### config.mk
export PLATFORM = sky130hd
export DESIGN_NAME = memory_arbiter
export DESIGN_NICKNAME = d
export VERILOG_FILES = /design/src/rtl/memory_pkg.sv /design/src/rtl/memory_arbiter.sv
export SDC_FILE = /design/constraint.sdc
export NUM_CORES = 1
export LEC_CHECK = 0
export CAP_MARGIN = 20
export CORE_AREA = 5 5 115 117
export DETAILED_ROUTE_END_ITERATION = 6
export DIE_AREA = 0 0 120 122
export PLACE_DENSITY_LB_ADDON = 0.05
export SKIP_CTS_REPAIR_TIMING = 1
export SLEW_MARGIN = 30
export SYNTH_ARGS = -nofsm -noshare
export SYNTH_HDL_FRONTEND = slang
export SYNTH_SLANG_ARGS = --single-unit
### constraint.sdc
create_clock -name clock -period 6 [get_ports clock]
set_input_delay 0.9 -clock clock [delete_from_list [all_inputs] [get_ports clock]]
set_output_delay 0.9 -clock clock [all_outputs]
set_load 0.1 [all_outputs]
### src/rtl/memory_pkg.sv
// Shared types and constants for the memory arbiter.
//   owner_t     : which requester the in-flight read beat belongs to
//   LED_ADDRESS : MMIO LED register; stores to it pass through the write port
package memory_pkg;

  typedef enum logic [1:0] {
    OWNER_NONE  = 2'd0,
    OWNER_FETCH = 2'd1,
    OWNER_DATA  = 2'd2
  } owner_t;

  localparam logic [31:0] LED_ADDRESS = 32'hFFFF_FFFF;

endpackage

### src/rtl/memory_arbiter.sv
// memory_arbiter
//   Shares a single-read/single-write port memory between the fetch unit and
//   the load/store unit. Stores go straight to the write port; loads and
//   fetches compete for the read port (load first, fetch after MAX_WAIT
//   consecutive denials). Read data returns one cycle later and is routed to
//   whichever requester owned the read.
//
// Ports
//   clock, reset_n                     clock, async active-low reset
//   fetch_req_valid/ready/address      fetch read request
//   fetch_rsp_valid/data               fetch read response
//   data_req_valid/ready/write         load/store request
//   data_req_address/wdata/strobe      load/store fields
//   data_rsp_valid/data                load response
//   mem_read_address, mem_read_data    memory read port (1-cycle latency)
//   mem_write_address/data/enable      memory write port (byte enables)
module memory_arbiter
  import memory_pkg::*;
#(
  parameter int unsigned ADDRESS_WIDTH = 32,
  parameter int unsigned MAX_WAIT      = 4
) (
  input  logic                     clock,
  input  logic                     reset_n,

  input  logic                     fetch_req_valid,
  output logic                     fetch_req_ready,
  input  logic [ADDRESS_WIDTH-1:0] fetch_req_address,
  output logic                     fetch_rsp_valid,
  output logic [31:0]              fetch_rsp_data,

  input  logic                     data_req_valid,
  output logic                     data_req_ready,
  input  logic                     data_req_write,
  input  logic [ADDRESS_WIDTH-1:0] data_req_address,
  input  logic [31:0]              data_req_wdata,
  input  logic [3:0]               data_req_strobe,
  output logic                     data_rsp_valid,
  output logic [31:0]              data_rsp_data,

  output logic [ADDRESS_WIDTH-1:0] mem_read_address,
  input  logic [31:0]              mem_read_data,
  output logic [ADDRESS_WIDTH-1:0] mem_write_address,
  output logic [31:0]              mem_write_data,
  output logic [3:0]               mem_write_enable
);

  localparam int unsigned STARVE_WIDTH = $clog2(MAX_WAIT + 1);
  localparam logic [STARVE_WIDTH-1:0] STARVE_MAX = STARVE_WIDTH'(MAX_WAIT);

  owner_t                  owner, owner_next;
  logic [STARVE_WIDTH-1:0] starve_count, starve_next;

  logic store_grant;
  logic load_grant;
  logic fetch_grant;
  logic load_request;
  logic same_word;
  logic fetch_blocked;
  logic fetch_urgent;

  // Grant logic, next-state, and request-side outputs.
  always_comb begin
    store_grant       = 1'b0;
    load_grant        = 1'b0;
    fetch_grant       = 1'b0;
    load_request      = data_req_valid && !data_req_write;
    same_word         = (fetch_req_address[ADDRESS_WIDTH-1:2] ==
                         data_req_address[ADDRESS_WIDTH-1:2]);
    fetch_blocked     = 1'b0;
    fetch_urgent      = fetch_req_valid && (starve_count == STARVE_MAX);
    owner_next        = OWNER_NONE;
    starve_next       = starve_count;

    if (reset_n) begin
      store_grant = data_req_valid && data_req_write;
      // A fetch of the word being stored this cycle would read stale data.
      fetch_blocked = store_grant && same_word;
      if (load_request && !fetch_urgent) begin
        load_grant = 1'b1;
      end else if (fetch_req_valid && !fetch_blocked) begin
        fetch_grant = 1'b1;
      end
    end

    if (fetch_grant) begin
      owner_next = OWNER_FETCH;
    end else if (load_grant) begin
      owner_next = OWNER_DATA;
    end

    // Hazard-blocked and priority-denied cycles both count as waiting.
    if (fetch_grant) begin
      starve_next = '0;
    end else if (fetch_req_valid && (starve_count != STARVE_MAX)) begin
      starve_next = starve_count + STARVE_WIDTH'(1);
    end

    fetch_req_ready   = fetch_grant;
    data_req_ready    = store_grant || load_grant;
    mem_read_address  = load_grant ? data_req_address : fetch_req_address;
    mem_write_address = data_req_address;
    mem_write_data    = data_req_wdata;
    mem_write_enable  = store_grant ? data_req_strobe : '0;
  end

  // Owner tag for the beat returning next cycle, plus fetch starvation counter.
  always_ff @(posedge clock or negedge reset_n) begin
    if (!reset_n) begin
      owner        <= OWNER_NONE;
      starve_count <= '0;
    end else begin
      owner        <= owner_next;
      starve_count <= starve_next;
    end
  end

  assign fetch_rsp_valid = (owner == OWNER_FETCH);
  assign fetch_rsp_data  = mem_read_data;
  assign data_rsp_valid  = (owner == OWNER_DATA);
  assign data_rsp_data   = mem_read_data;

endmodule

==> flow_results.xml <==
<?xml version="1.0" encoding="UTF-8"?>
<metrics>
  <group name="route">
    <metric name="totalWireLength" unit="mm">5.999</metric>
    <metric name="routed-via-count" unit="">1455</metric>
    <metric name="ant_nets" unit="">0</metric>
    <metric name="initialDrtViolationCount" unit="">25</metric>
    <metric name="drtPass1Iterations" unit="">3</metric>
    <metric name="wire_length_per_cell" unit="µm">14.85</metric>
    <metric name="remaining_drc_errors" unit="">0</metric>
    <metric name="avgViaCountPerCell" unit="">3.601</metric>
  </group>
  <group name="clock_network">
    <metric name="clk-insertion-delay-late" unit="ns">0.23</metric>
    <metric name="cts.sink_count" unit="">5</metric>
    <metric name="tritoncts" unit="">done</metric>
    <metric name="library_cell_used_as_clock_root_buffer" unit="">sky130_fd_sc_hd__clkbuf_16</metric>
    <metric name="cts-htree-levels" unit="">1</metric>
    <metric name="path_clk_slew" unit="ns">0.03</metric>
    <metric name="cts-root-to-sink-buffers" unit="">2</metric>
    <metric name="cts_inserted_buffers" unit="">3</metric>
  </group>
  <group name="power_and_ir_drop">
    <metric name="power_report.internal_total" unit="mW">0.2678</metric>
    <metric name="combinationalPowerShare" unit="%">72.7</metric>
    <metric name="total_power" unit="mW">0.6035</metric>
    <metric name="power.leakage" unit="nW">0.9876</metric>
    <metric name="sw_frac_of_total" unit="%">55.63</metric>
    <metric name="clock_power_share" unit="%">18.2</metric>
    <metric name="ir_drop" unit="V">0.00006378</metric>
    <metric name="power-per-cell-area" unit="nW/µm²">218.0</metric>
    <metric name="sequential_power_share" unit="%">9.0</metric>
    <metric name="switchingPower" unit="mW">0.3358</metric>
  </group>
  <group name="critical_path">
    <metric name="critical_path.endpoint_type" unit="">primary output</metric>
    <metric name="worst_path_dominant_cell_family" unit="">buffers and inverters</metric>
    <metric name="critical_path.reg2reg.endpoint" unit="">owner[1]$_DFF_PN0_</metric>
    <metric name="worstPathArrival" unit="ns">3.97</metric>
    <metric name="timing.critical_path.from_type" unit="">input port</metric>
    <metric name="critical_path.n_buffers_inverters" unit="">3</metric>
    <metric name="crit_fanout" unit="">26</metric>
    <metric name="reg2reg_slack" unit="ns">4.31</metric>
    <metric name="capturing_element_of_the_worst_setup_path" unit="">mem_read_address[10]</metric>
    <metric name="cp_data_required_time" unit="ns">5.10</metric>
    <metric name="cell_mode_on_critical_path" unit="">sky130_fd_sc_hd__clkdlybuf4s50_1</metric>
    <metric name="path_cells" unit="">clkdlybuf4s50_1 -&gt; nand2_1 -&gt; a311oi_4 -&gt; buf_12 -&gt; mux2_1 -&gt; clkdlybuf4s50_1</metric>
    <metric name="cp_slowest_cell" unit="">sky130_fd_sc_hd__clkdlybuf4s50_1</metric>
    <metric name="cp_num_cells" unit="">6</metric>
    <metric name="timing_worst_setup_path_type" unit="">in -&gt; out</metric>
    <metric name="worst_path_largest_cell_delay" unit="ns">0.98</metric>
    <metric name="worst_r2r_path_depth" unit="">4</metric>
    <metric name="worst_setup_path_startpoint" unit="">reset_n</metric>
    <metric name="critical_path.reg2reg.startpoint" unit="">starve_count[0]$_DFFE_PN0P_</metric>
  </group>
  <group name="global_routing">
    <metric name="vias_in_the_first_global_route" unit="">1676</metric>
    <metric name="maximum_number_of_pins_on_one_net_before_global_route_repair" unit="">27</metric>
    <metric name="grtUsageTotal" unit="%">7.641</metric>
    <metric name="grt_overflow_total" unit="">0</metric>
    <metric name="antenna_found_initial" unit="">0</metric>
    <metric name="grt_first_pass_wirelength" unit="mm">9.004</metric>
  </group>
  <group name="timing">
    <metric name="timing_max_transition_violations_final" unit="">0</metric>
    <metric name="setup-tns-final" unit="ns">0</metric>
    <metric name="final-setup-viol-count" unit="">0</metric>
    <metric name="period_needed" unit="ns">4.873</metric>
    <metric name="rsz0062_at_grt" unit="">no</metric>
    <metric name="hold_slack" unit="ns">0.5553</metric>
    <metric name="post-route-period-util" unit="%">81.21</metric>
    <metric name="highest_achievable_clock_rate" unit="GHz">0.2052</metric>
    <metric name="worst-slew-pin-transition" unit="ns">1.021</metric>
    <metric name="skew" unit="ns">0.001360</metric>
    <metric name="slew-limit-headroom" unit="%">31.70</metric>
    <metric name="hold_violations" unit="">0</metric>
  </group>
  <group name="cells_and_area">
    <metric name="final_non_filler_cell_total" unit="">404</metric>
    <metric name="num-nets-final" unit="">394</metric>
    <metric name="n_fill_cell" unit="">1323</metric>
    <metric name="drive_gt1_share" unit="%">4.724</metric>
    <metric name="area_delta_synth_final" unit="%">38.05</metric>
    <metric name="layout.cells.most_common_list" unit="">sky130_fd_sc_hd__clkdlybuf4s50_1, sky130_fd_sc_hd__mux2_1, sky130_fd_sc_hd__xnor2_1</metric>
    <metric name="diodes" unit="">0</metric>
    <metric name="mostFrequentLayoutCell" unit="">sky130_fd_sc_hd__clkdlybuf4s50_1</metric>
  </group>
  <group name="synthesis">
    <metric name="synth_async_sr_flop_share" unit="%">100.0</metric>
    <metric name="synth_edf_count" unit="">0</metric>
    <metric name="yosys_warnings" unit="">0</metric>
    <metric name="ys_ff_latch" unit="">5</metric>
    <metric name="syn-num-nets" unit="">375</metric>
    <metric name="ys_seq_area_share" unit="%">6.238</metric>
    <metric name="ys.flop_type" unit="">sky130_fd_sc_hd__dfrtp_1</metric>
    <metric name="synth_cells" unit="">236</metric>
    <metric name="ys_types" unit="">25</metric>
    <metric name="postSynthAreaPerCell" unit="µm²">8.499</metric>
    <metric name="synth.cell_area" unit="µm²">2006</metric>
  </group>
  <group name="die">
    <metric name="start_util" unit="%">16.36</metric>
    <metric name="io_pins" unit="">305</metric>
    <metric name="rows" unit="">41</metric>
    <metric name="chipWidth" unit="µm">120</metric>
    <metric name="core" unit="µm²">12260</metric>
    <metric name="die_area" unit="µm²">14640</metric>
    <metric name="fp.dieH" unit="µm">122</metric>
  </group>
  <group name="flow_run">
    <metric name="count_of_maximum_capacitance_violations" unit="">0</metric>
  </group>
  <group name="outcome">
    <metric name="run_status" unit="">finished clean</metric>
  </group>
  <group name="place">
    <metric name="numPortBuffers" unit="">144</metric>
    <metric name="placed_cells_incl_taps" unit="">400</metric>
    <metric name="gp_congestion" unit="">0.6150</metric>
    <metric name="dp_hpwl" unit="mm">5.271</metric>
  </group>
  <group name="min_path">
    <metric name="holdCritPathClass" unit="">reg -&gt; reg</metric>
    <metric name="min_from" unit="">starve_count[1]$_DFFE_PN0P_</metric>
  </group>
</metrics>
[cell families (layout without fill, tap and decap cells)]
logic type | after synthesis | after routing | share of synthesized area (%)
buffers and inverters | 133 | 151 | 49.03
AND/OR/NAND/NOR | 29 | 29 | 10.29
XOR/XNOR | 31 | 31 | 13.54
AO/OA/AOI/OAI | 4 | 4 | 1.684
multiplexers | 32 | 32 | 17.97
flip-flops | 5 | 5 | 6.238
adder cells (fa/ha/maj) | 2 | 2 | 1.247
[power by group through the flow]
stage | clock [mW] | sequential [mW] | combinational (mW)
6_report | 0.110 | 0.0544 | 0.439
5_1_grt | 0.115 | 0.0566 | 0.460
4_1_cts | 0.112 | 0.0547 | 0.445
3_5_place_dp | 0 | 0.0544 | 0.443
3_3_place_gp | 0 | 0.0555 | 0.446
2_1_floorplan | 0 | 0.0506 | 0.626
[routing by layer]
layer	routed length [µm]	GRT usage, %	part of all wire (%)
met5	0	0	0
met4	140	2.147	2.3
met1	2104	7.862	35
met3	668	3.250	11
met2	3085	14.16	51
[worst min-delay path, stage by stage (launching register included)]
cell and delay [ns]:
sky130_fd_sc_hd__dfrtp_1 0.38, sky130_fd_sc_hd__nand2_1 0.07, sky130_fd_sc_hd__a21oi_1 0.06
[per-stage QoR]
| stage | instance area, µm² | util (%) | setup WS (ns) |
|---|---|---|---|
| finish | 2769 | 22.58 | 1.127 |
| global route | 2769 | 22.58 | 0.9220 |
| CTS | 2769 | 22.58 | 1.039 |
| detailed placement | 2690 | 21.94 | 1.050 |
| global placement | 2690 | 21.94 | 1.029 |
| floorplan | 2006 | - | 2.693 |
[sequential cells by signal (all words and copies together), names as in the netlist]
| signal | cells |
|---|---|
| owner | 2 |
| starve_count | 3 |
[area by class of cell]
cell class / instances / area (µm²) / share of cell area (%)
repair buffers: 145 / 1461 / 52.78
multi-input cells: 98 / 908.4 / 32.81
well taps: 150 / 187.7 / 6.778
flip-flops and latches: 5 / 125.1 / 4.519
clock buffers: 4 / 78.83 / 2.847
inverters: 2 / 7.507 / 0.2711
[how the worst min path moves through the flow]
stage	slack (ns)	cells after the start	endpoint
after floorplan	0.52	2	starve_count[1]$_DFFE_PN0P_
after global placement	0.56	2	starve_count[1]$_DFFE_PN0P_
after detailed placement	0.56	2	starve_count[1]$_DFFE_PN0P_
after CTS	0.56	2	starve_count[1]$_DFFE_PN0P_
after global routing	0.59	2	starve_count[1]$_DFFE_PN0P_
final	0.56	2	starve_count[1]$_DFFE_PN0P_
[Yosys cell counts (all sizes together), types with 3 or more instances]
| cell type | number | area [µm²] |
|---|---|---|
| nand2 | 5 | 18.77 |
| dfrtp | 5 | 125.1 |
| nand4 | 6 | 37.54 |
| and2 | 4 | 25.02 |
| nand3 | 3 | 15.01 |
| a21oi | 3 | 18.77 |
| buf | 131 | 975.9 |
| xnor2 | 28 | 245.2 |
| mux2 | 32 | 360.3 |
| xor2 | 3 | 26.28 |
(Power assumes the default switching activity.)
